## config.mk

```make
export PLATFORM = sky130hd
export DESIGN_NAME = dlx_hazard_scoreboard
export DESIGN_NICKNAME = d
export VERILOG_FILES = /design/src/rtl/dlx_pipe_pkg.sv /design/src/rtl/sb_entry.sv /design/src/rtl/dlx_hazard_scoreboard.sv
export SDC_FILE = /design/constraint.sdc
export NUM_CORES = 1
export LEC_CHECK = 0
export CAP_MARGIN = 5
export CORE_ASPECT_RATIO = 0.8
export CORE_UTILIZATION = 40
export CTS_BUF_LIST = sky130_fd_sc_hd__clkbuf_8
export DETAILED_ROUTE_END_ITERATION = 7
export PLACE_DENSITY = 0.59
export RECOVER_POWER = 50
export SETUP_SLACK_MARGIN = 0.15
export SYNTH_ARGS = -nofsm -noshare
export SYNTH_HDL_FRONTEND = slang
export SYNTH_SLANG_ARGS = --single-unit
```

## constraint.sdc

```tcl
create_clock -name clk -period 7.3 [get_ports clk]
set_input_delay 1.46 -clock clk [delete_from_list [all_inputs] [get_ports clk]]
set_output_delay 1.46 -clock clk [all_outputs]
set_load 0.03 [all_outputs]
```

## src/rtl/dlx_pipe_pkg.sv

```systemverilog
// Shared DLX pipeline constants: forward-source encodings, op result latencies
// and the default back-end depth.
package dlx_pipe_pkg;

    localparam int FWD_RF  = 0;
    localparam int FWD_EX  = 1;
    localparam int FWD_MEM = 2;
    localparam int FWD_WB  = 3;

    localparam int LAT_ALU  = 1;
    localparam int LAT_LOAD = 2;

    localparam int DEPTH_DEFAULT = 3;

endpackage

```

## src/rtl/sb_entry.sv

```systemverilog
// One scoreboard entry: pending-write flag, producer age and forwardable age
// for a single architectural register.
module sb_entry
    import dlx_pipe_pkg::*;
#(
    parameter int DEPTH = DEPTH_DEFAULT,
    parameter int AW    = 2
) (
    input  logic          clk,
    input  logic          rst_n,
    input  logic          fire,
    input  logic          flush,
    input  logic [AW-1:0] lat,
    output logic          busy,
    output logic [AW-1:0] age,
    output logic [AW-1:0] rdy
);

    // A new issue beats both the age-out and the flush of an older producer.
    always_ff @(posedge clk or negedge rst_n) begin
        if (!rst_n) begin
            busy <= 1'b0;
            age  <= '0;
            rdy  <= '0;
        end else if (fire) begin
            busy <= 1'b1;
            age  <= AW'(1);
            rdy  <= lat;
        end else if (busy) begin
            if ((age == AW'(DEPTH)) || (flush && (age == AW'(1)))) begin
                busy <= 1'b0;
                age  <= '0;
                rdy  <= '0;
            end else begin
                age <= age + AW'(1);
            end
        end
    end

endmodule

```

## src/rtl/dlx_hazard_scoreboard.sv

```systemverilog
// Hazard/forwarding scoreboard for the DLX pipeline: per-register pending-write
// tracking, ID-stage stall, per-port forward select and a saturating stall counter.
module dlx_hazard_scoreboard
    import dlx_pipe_pkg::*;
#(
    parameter int NREGS  = 32,
    parameter int RW     = 5,
    parameter int NPORTS = 2,
    parameter int DEPTH  = DEPTH_DEFAULT,
    parameter int AW     = 2
) (
    input  logic                 clk,
    input  logic                 rst_n,
    input  logic                 issue_valid,
    input  logic                 issue_we,
    input  logic [RW-1:0]        issue_rd,
    input  logic [AW-1:0]        issue_lat,
    input  logic                 flush,
    input  logic [NPORTS*RW-1:0] rs_sel,
    input  logic [NPORTS-1:0]    rs_used,
    output logic                 stall,
    output logic [NPORTS*AW-1:0] fwd_sel,
    output logic [NREGS-1:0]     busy,
    output logic [31:0]          stall_cnt
);

    logic [NREGS-1:0] busy_vec;
    logic [AW-1:0]    age_arr [NREGS];
    logic [AW-1:0]    rdy_arr [NREGS];
    logic [AW-1:0]    lat_c;
    logic             fire;
    logic             stall_int;
    logic [31:0]      stall_cnt_q;
    logic [RW-1:0]    rs_idx  [NPORTS];
    logic             hit     [NPORTS];

    always_comb begin
        if (issue_lat == '0)
            lat_c = AW'(LAT_ALU);
        else if (issue_lat > AW'(DEPTH))
            lat_c = AW'(DEPTH);
        else
            lat_c = issue_lat;
    end

    assign fire = issue_valid && issue_we && !stall_int && !flush && (issue_rd != '0);

    // R0 never holds a pending write.
    assign busy_vec[0] = 1'b0;
    assign age_arr[0]  = '0;
    assign rdy_arr[0]  = '0;

    for (genvar r = 1; r < NREGS; r++) begin : g_entry
        sb_entry #(
            .DEPTH (DEPTH),
            .AW    (AW)
        ) u_entry (
            .clk   (clk),
            .rst_n (rst_n),
            .fire  (fire && (issue_rd == RW'(r))),
            .flush (flush),
            .lat   (lat_c),
            .busy  (busy_vec[r]),
            .age   (age_arr[r]),
            .rdy   (rdy_arr[r])
        );
    end

    always_comb begin
        stall_int = 1'b0;
        fwd_sel   = '0;
        rs_idx    = '{default: '0};
        hit       = '{default: 1'b0};
        for (int p = 0; p < NPORTS; p++) begin
            rs_idx[p] = rs_sel[p*RW +: RW];
            hit[p]    = rs_used[p] && (rs_idx[p] != '0) && busy_vec[rs_idx[p]];
            if (hit[p] && (age_arr[rs_idx[p]] < rdy_arr[rs_idx[p]]))
                stall_int = 1'b1;
            fwd_sel[p*AW +: AW] = (hit[p] && (age_arr[rs_idx[p]] >= rdy_arr[rs_idx[p]]))
                                  ? age_arr[rs_idx[p]] : AW'(FWD_RF);
        end
    end

    always_ff @(posedge clk or negedge rst_n) begin
        if (!rst_n)
            stall_cnt_q <= '0;
        else if (stall_int && (stall_cnt_q != 32'hFFFF_FFFF))
            stall_cnt_q <= stall_cnt_q + 32'd1;
    end

    assign stall     = stall_int;
    assign busy      = busy_vec;
    assign stall_cnt = stall_cnt_q;

endmodule

```

==> results of run 1 <==
==> power groups by stage <==
stage          Clock [mW]  Sequential, mW  Combinational [mW]
3_3_place_gp            0            1.42               0.847
4_1_cts             0.676            1.40               0.882
3_5_place_dp            0            1.42               0.876
5_1_grt             0.716            1.43               0.974
6_report            0.655            1.41               0.869
2_1_floorplan           0            1.37               0.632
==> logic make-up (layout without fill, tap and decap cells) <==
logic type / Yosys count / count (layout)
compound gates: 145 / 145
other cells: 1 / 1
flops: 187 / 187
simple gates: 378 / 378
fa+ha+maj: 67 / 67
mux: 173 / 173
buf+inv: 127 / 182
xor+xnor: 31 / 31
==> cells in the final DEF (no fill, tap or decap), drive strengths merged, types with 11 or more instances in the layout <==
cell type	instances
o211ai	32
a21oi	39
clkdlybuf4s50	52
mux2	13
inv	47
buf	22
o22ai	34
mux4	69
dlygate4sd3	34
clkbuf	20
dfrtp	187
nand3	47
nor2	18
and3	11
ha	67
nor4	12
mux2i	91
nor3	18
nand2	145
xor2	28
nand2b	65
and2	32
==> Yosys cell counts (all sizes together), types with 8 or more instances <==
master,count
nor4,12
dfrtp,187
o22ai,34
o211ai,32
inv,40
nor3,18
xor2,28
and3,11
nand4,9
o221ai,8
mux2,13
nand2b,65
and2,32
a21oi,39
nand3,47
ha,67
mux4,69
nand2,145
nor2,18
buf,64
mux2i,91
o21ai,10
clkbuf,23
==> worst max-delay path by stage <==
stage,start,endpoint,slack (ps),cells past startpoint
5_1_grt,rs_sel[0],stall,640,13
6_report,rs_sel[0],stall,840,13
3_3_place_gp,rs_sel[0],stall,840,13
4_1_cts,rs_sel[0],stall,810,13
3_5_place_dp,rs_sel[0],stall,820,13
2_1_floorplan,rs_sel[6],fwd_sel[3],1120,11
==> per-layer routing <==
metal	up-vias	routed length, um
li1	4103	-
met1	4557	16030
met2	304	14330
met3	34	2174
met4	0	506
met5	-	0
==> final cells by class <==
cell class | instances | area share
clock inverter | 14 | 0.008516
tap | 413 | 0.03782
clock buffer | 17 | 0.01712
timing repair buffer | 111 | 0.07627
inverter | 40 | 0.01099
sequential | 187 | 0.3425
multi-input combinational | 795 | 0.5068
==> flip-flops by register name (all words and copies together) (netlist names) <==
register              count
g_entry.u_entry.age      62
stall_cnt                32
g_entry.u_entry.rdy      62
g_entry.u_entry.busy     31
==> per-stage QoR <==
step / power [mW] / cell area [um^2]
after floorplan: 1.999 / 12300
after global placement: 2.265 / 13330
after detailed placement: 2.298 / 13330
after CTS: 2.962 / 13680
after global routing: 3.123 / 13660
final: 2.932 / 13660
==> impl_metrics.tcl, run 1 <==
set metrics [dict create \
    status "finished, violations left" \
    violations "capacitance limit, slew limit" \
    synth_top_flop_cell "dfrtp_1" \
    multi_input_area_um2 6925 \
    ys_warn_count 0 \
    io_buffer_count 91 \
    htree_num_levels 4 \
    ff_latch_area_um2 4679 \
    ys_seq_elements 187 \
    finalNonFillerCells 1577 \
    core_area_um2 30310 \
    row_count 57 \
    holdPathEnd "stall_cnt[24]" \
    synth_area_um2 12300 \
    yosysTopAreaCell "dfrtp_1" \
    rsz0062_at_grt "false" \
    whs_path_depth 1 \
    fill_cells 2853 \
    drv_slew 137 \
    drive_above_1_share 0.1478 \
    clockPowerShare 0.223 \
    syn_nets 1200 \
    crit_chain "buf_2, buf_4, mux4_2, o22ai_1, o21ai_0, o21ai_0, inv_1, ha_1, a21oi_1, and4b_1, a2bb2oi_4, inv_1, clkdlybuf4s50_1" \
    antenna_found_initial 0 \
    cts.reportedPaths.clkPinSlew_ps 110 \
    use_met3 0.04864 \
    dr.pass1.iters 6 \
    ioPinCount 93 \
    finalCritPeriodShare 0.8855 \
    fin_skew_ps 19.70 \
    fin_crit_ps 6464 \
    die_area_um2 31460 \
    power_frac_seq 0.480 \
    start_kind "input pin" \
    final_util 0.4508 \
    postSynthCellCount 1109 \
    worstPathArrival_ps 5000 \
    setup_violations 0 \
    grt_max_degree 69 \
    vias 8998 \
    start_util 0.4058 \
    track_usage 0.2213 \
    fin_ws_ps 835.5 \
    clock_latency_ps 510 \
    final_hold_viol_count 0 \
    grt_pass1_wl_um 52490 \
    dp_hpwl_um 24520 \
    max_freq_mhz 154.7 \
    ff2ff_setup_slack_ps 2820 \
    seq_area_frac_synth 0.3804 \
    yosys.area.top_type_share 0.3804 \
    chipHeight_um 158.8 \
    clkSinkCount 187 \
    antennaDiodeCount 0 \
    place_ws_ps 818.9 \
    hp-start "stall_cnt[24]" \
    peakVddDrop_mv 0.1701 \
    cts_tree "yes" \
    pwr-share-comb 0.296 \
    muxShareOfSynthArea 0.2123 \
    dr.first_iter.drc_count 626 \
    cts_hold_buf 0 \
    crit_type "in2out" \
    path_max_fanout 25 \
    synth_edf_count 0 \
    syn2layout_area_growth_pct 11.09 \
    ys_types 59 \
    synth_fa_ha_area_frac 0.06815 \
    worstReg2RegEnd "g_entry[13].u_entry.age[1]" \
    p_sw_mw 1.080 \
    powerDensity_nw_per_um2 214.6 \
    synth-xor-area-share 0.02207 \
    cts_root_buf "clkbuf_8" \
    gr-usage-met2 0.3156 \
    placedCellCount 1546 \
    cp_num_buf_inv 5 \
    clk_path_buf_depth 2 \
    fin_hold_ws_ps 491.0 \
    r2r_start "g_entry[15].u_entry.age[1]" \
    grt_overflow_total 0 \
    p_sw_frac 0.3682 \
    finish.net_count 1243 \
    cp_slowest_stage_delay_ps 680 \
    synth_top_family_by_area "multiplexers" \
    synth.avg_cell_area_um2 11.09 \
    synthSimpleGateAreaFrac 0.1802 \
    max-slew-margin-rel -1.495 \
    worstPathRequired_ps 5840 \
    hold_path.class "reg2reg" \
    cap_violations 2 \
    crit_slowest_cell "clkdlybuf4s50_1" \
    leakagePower_nw 6.282 \
    crit_family "buffers and inverters" \
    gp_congestion 0.9447 \
    rr_worst_depth 12 \
    routed_wl_um 33040 \
    ys_async_sr_fraction 1.000 \
    worstSetupEndpointType "output pin" \
    synth_area_leaders "dfrtp_1, mux4_2, mux2i_1, ha_1, nand2_1" \
    post-cts-setup-buffers 0 \
    die_x_um 198.1 \
    drc_errors 0 \
    vias_per_cell 5.706 \
    gr-usage-met1 0.3345 \
    p_int_mw 1.853 \
    cts_resized 0 \
    grt_pass1_vias 8667 \
    wl_per_cell_um 20.95 \
    cts_buffers 17 \
    synth_compound_area_frac 0.07934 \
    ant_nets 0 \
    tns_ps 0 \
    tightest_slew_ps 3743 \
    grt.busiest_layer "met1" \
]
Note: power is estimated with default switching activity, not from simulation.
==> run 2: changes to the inputs <==
--- a/config.mk
+++ b/config.mk
@@ -6,7 +6,6 @@
 export NUM_CORES = 1
 export LEC_CHECK = 0
 export CAP_MARGIN = 5
-export CORE_ASPECT_RATIO = 0.8
 export CORE_UTILIZATION = 40
 export CTS_BUF_LIST = sky130_fd_sc_hd__clkbuf_8
 export DETAILED_ROUTE_END_ITERATION = 7
==> run 2 against run 1 <==
The run still ends with capacitance limit, slew limit left. Critical path type unchanged. Utilization is 0.81 points higher. Maximum frequency decreased by 0.97%. Sequential cell count unchanged. Worst hold slack better by 2.3 ps. Clock power up 21%. Sequential power about the same. Largest cell class unchanged.
==> impl_metrics.tcl, run 2 (same netlist as run 1, synthesis figures left out) <==
set metrics [dict create \
    fin_ws_ps 772.1 \
    dr.pass1.iters 5 \
    setup_violations 0 \
    place_ws_ps 743.8 \
    ioPinCount 93 \
    final_util 0.4589 \
    cts_resized 0 \
    grt_pass1_wl_um 51400 \
    worstSetupEndpointType "output pin" \
    violations "capacitance limit, slew limit" \
    peakVddDrop_mv 0.1539 \
    layout_common_cells "dfrtp_1, nand2_1, mux2i_1, mux4_2, ha_1" \
    io_buffer_count 91 \
    antenna_found_initial 0 \
    die_x_um 177.4 \
    drc_errors 0 \
    core_area_um2 29950 \
    vias_per_cell 5.693 \
    final_common_cell "dfrtp_1" \
    clk_path_buf_depth 2 \
    clkSinkCount 187 \
    ant_nets 0 \
    start_kind "input pin" \
    cts_buffers 17 \
    htree_num_levels 4 \
    final_hold_viol_count 0 \
    dp_hpwl_um 24020 \
    gp_congestion 0.9082 \
    cts_tree "yes" \
    drive_above_1_share 0.1509 \
    status "finished, violations left" \
    drv_slew 191 \
    grt_overflow_total 0 \
    wl_per_cell_um 21.05 \
    fin_crit_ps 6528 \
    crit_type "in2out" \
    start_util 0.4107 \
    cts_root_buf "clkbuf_8" \
    fin_skew_ps 28.16 \
    grt_pass1_vias 8599 \
    path_max_fanout 24 \
    finish.net_count 1244 \
    rsz0062_at_grt "false" \
    max-slew-margin-rel -1.149 \
    routed_wl_um 32760 \
    max_freq_mhz 153.2 \
    tns_ps 0 \
    dpl-instance-area_um2 13310 \
    leakagePower_nw 6.338 \
    tightest_slew_ps 3223 \
    final_cell_area_um2 13750 \
    worstPathRequired_ps 5840 \
    antennaDiodeCount 0 \
    worstPathArrival_ps 5070 \
    finalCritPeriodShare 0.8942 \
    dr.first_iter.drc_count 602 \
    cts.reportedPaths.clkPinSlew_ps 110 \
    grt_max_degree 73 \
    track_usage 0.2188 \
    hold_path.class "reg2reg" \
    cts_hold_buf 0 \
    row_count 63 \
    clock_latency_ps 530 \
    powerDensity_nw_per_um2 222.7 \
    post-cts-setup-buffers 0 \
    die_area_um2 31460 \
    cap_violations 3 \
    syn2layout_area_growth_pct 11.76 \
    chipHeight_um 177.4 \
    vias 8858 \
]
-- run 2: cell types whose count changed in the layout (fill, tap and decap cells not counted), sizes merged --
cell and change:
clkinvlp -3, clkinv +3, bufinv +2, buf +1, inv -1
-- run 2: worst paths after layout --
check                                           start                         end  slack (ps)  cells after the start
setup / recovery                            rs_sel[5]                  fwd_sel[2]         770                     10
hold / removal                          stall_cnt[24]               stall_cnt[24]         490                      1
setup reg to reg           g_entry[15].u_entry.age[1]  g_entry[13].u_entry.age[1]        2860                     12
hold reg to reg                         stall_cnt[24]               stall_cnt[24]         490                      1
max in group asynchronous                       rst_n  g_entry[30].u_entry.age[0]        2140                      2
min in group asynchronous                       rst_n   g_entry[2].u_entry.age[1]        2010                      1
-- run 2: per-layer routing --
metal,routed length (um),track usage,vias to the layer above
met5,0,0,-
met4,619,0.06375,0
met3,2076,0.05356,39
met2,14640,0.3211,263
met1,15420,0.3178,4477
li1,-,-,4079
-- run 2: stage by stage --
step                total power, mW  cells  hold WS [ps]
floorplan                     1.999   1109         508.9
global placement              2.268   1524         482.8
detailed placement            2.297   1524         485.6
CTS                           3.101   1556         507.0
global route                  3.255   1556         517.6
finish                        3.062   1556         493.3
-- run 2: critical path, cell delays in order --
cell             delay (ps)
buf_2                   440
buf_12                  290
mux4_2                  530
mux4_2                  480
mux2_2                  280
ha_1                    260
nand2b_1                 90
a21oi_1                  80
nor3_1                  390
clkdlybuf4s50_1         750
-- run 2: power by group --
part	switching (mW)	internal, mW	total (mW)
Clock	0.464	0.329	0.793
Sequential	0.220	1.18	1.40
Combinational	0.438	0.429	0.867
Total	1.12	1.94	3.06
-- run 2: layout make-up --
| cell class | count | area, um^2 |
|---|---|---|
| fillers | 2816 | 16210 |
| multi-input cells | 795 | 6928 |
| flip-flops and latches | 187 | 4679 |
| repair buffers | 112 | 1050 |
| well taps | 390 | 488.0 |
| clock buffers | 17 | 234.0 |
| clock inverters | 15 | 217.7 |
| inverters | 40 | 150.1 |
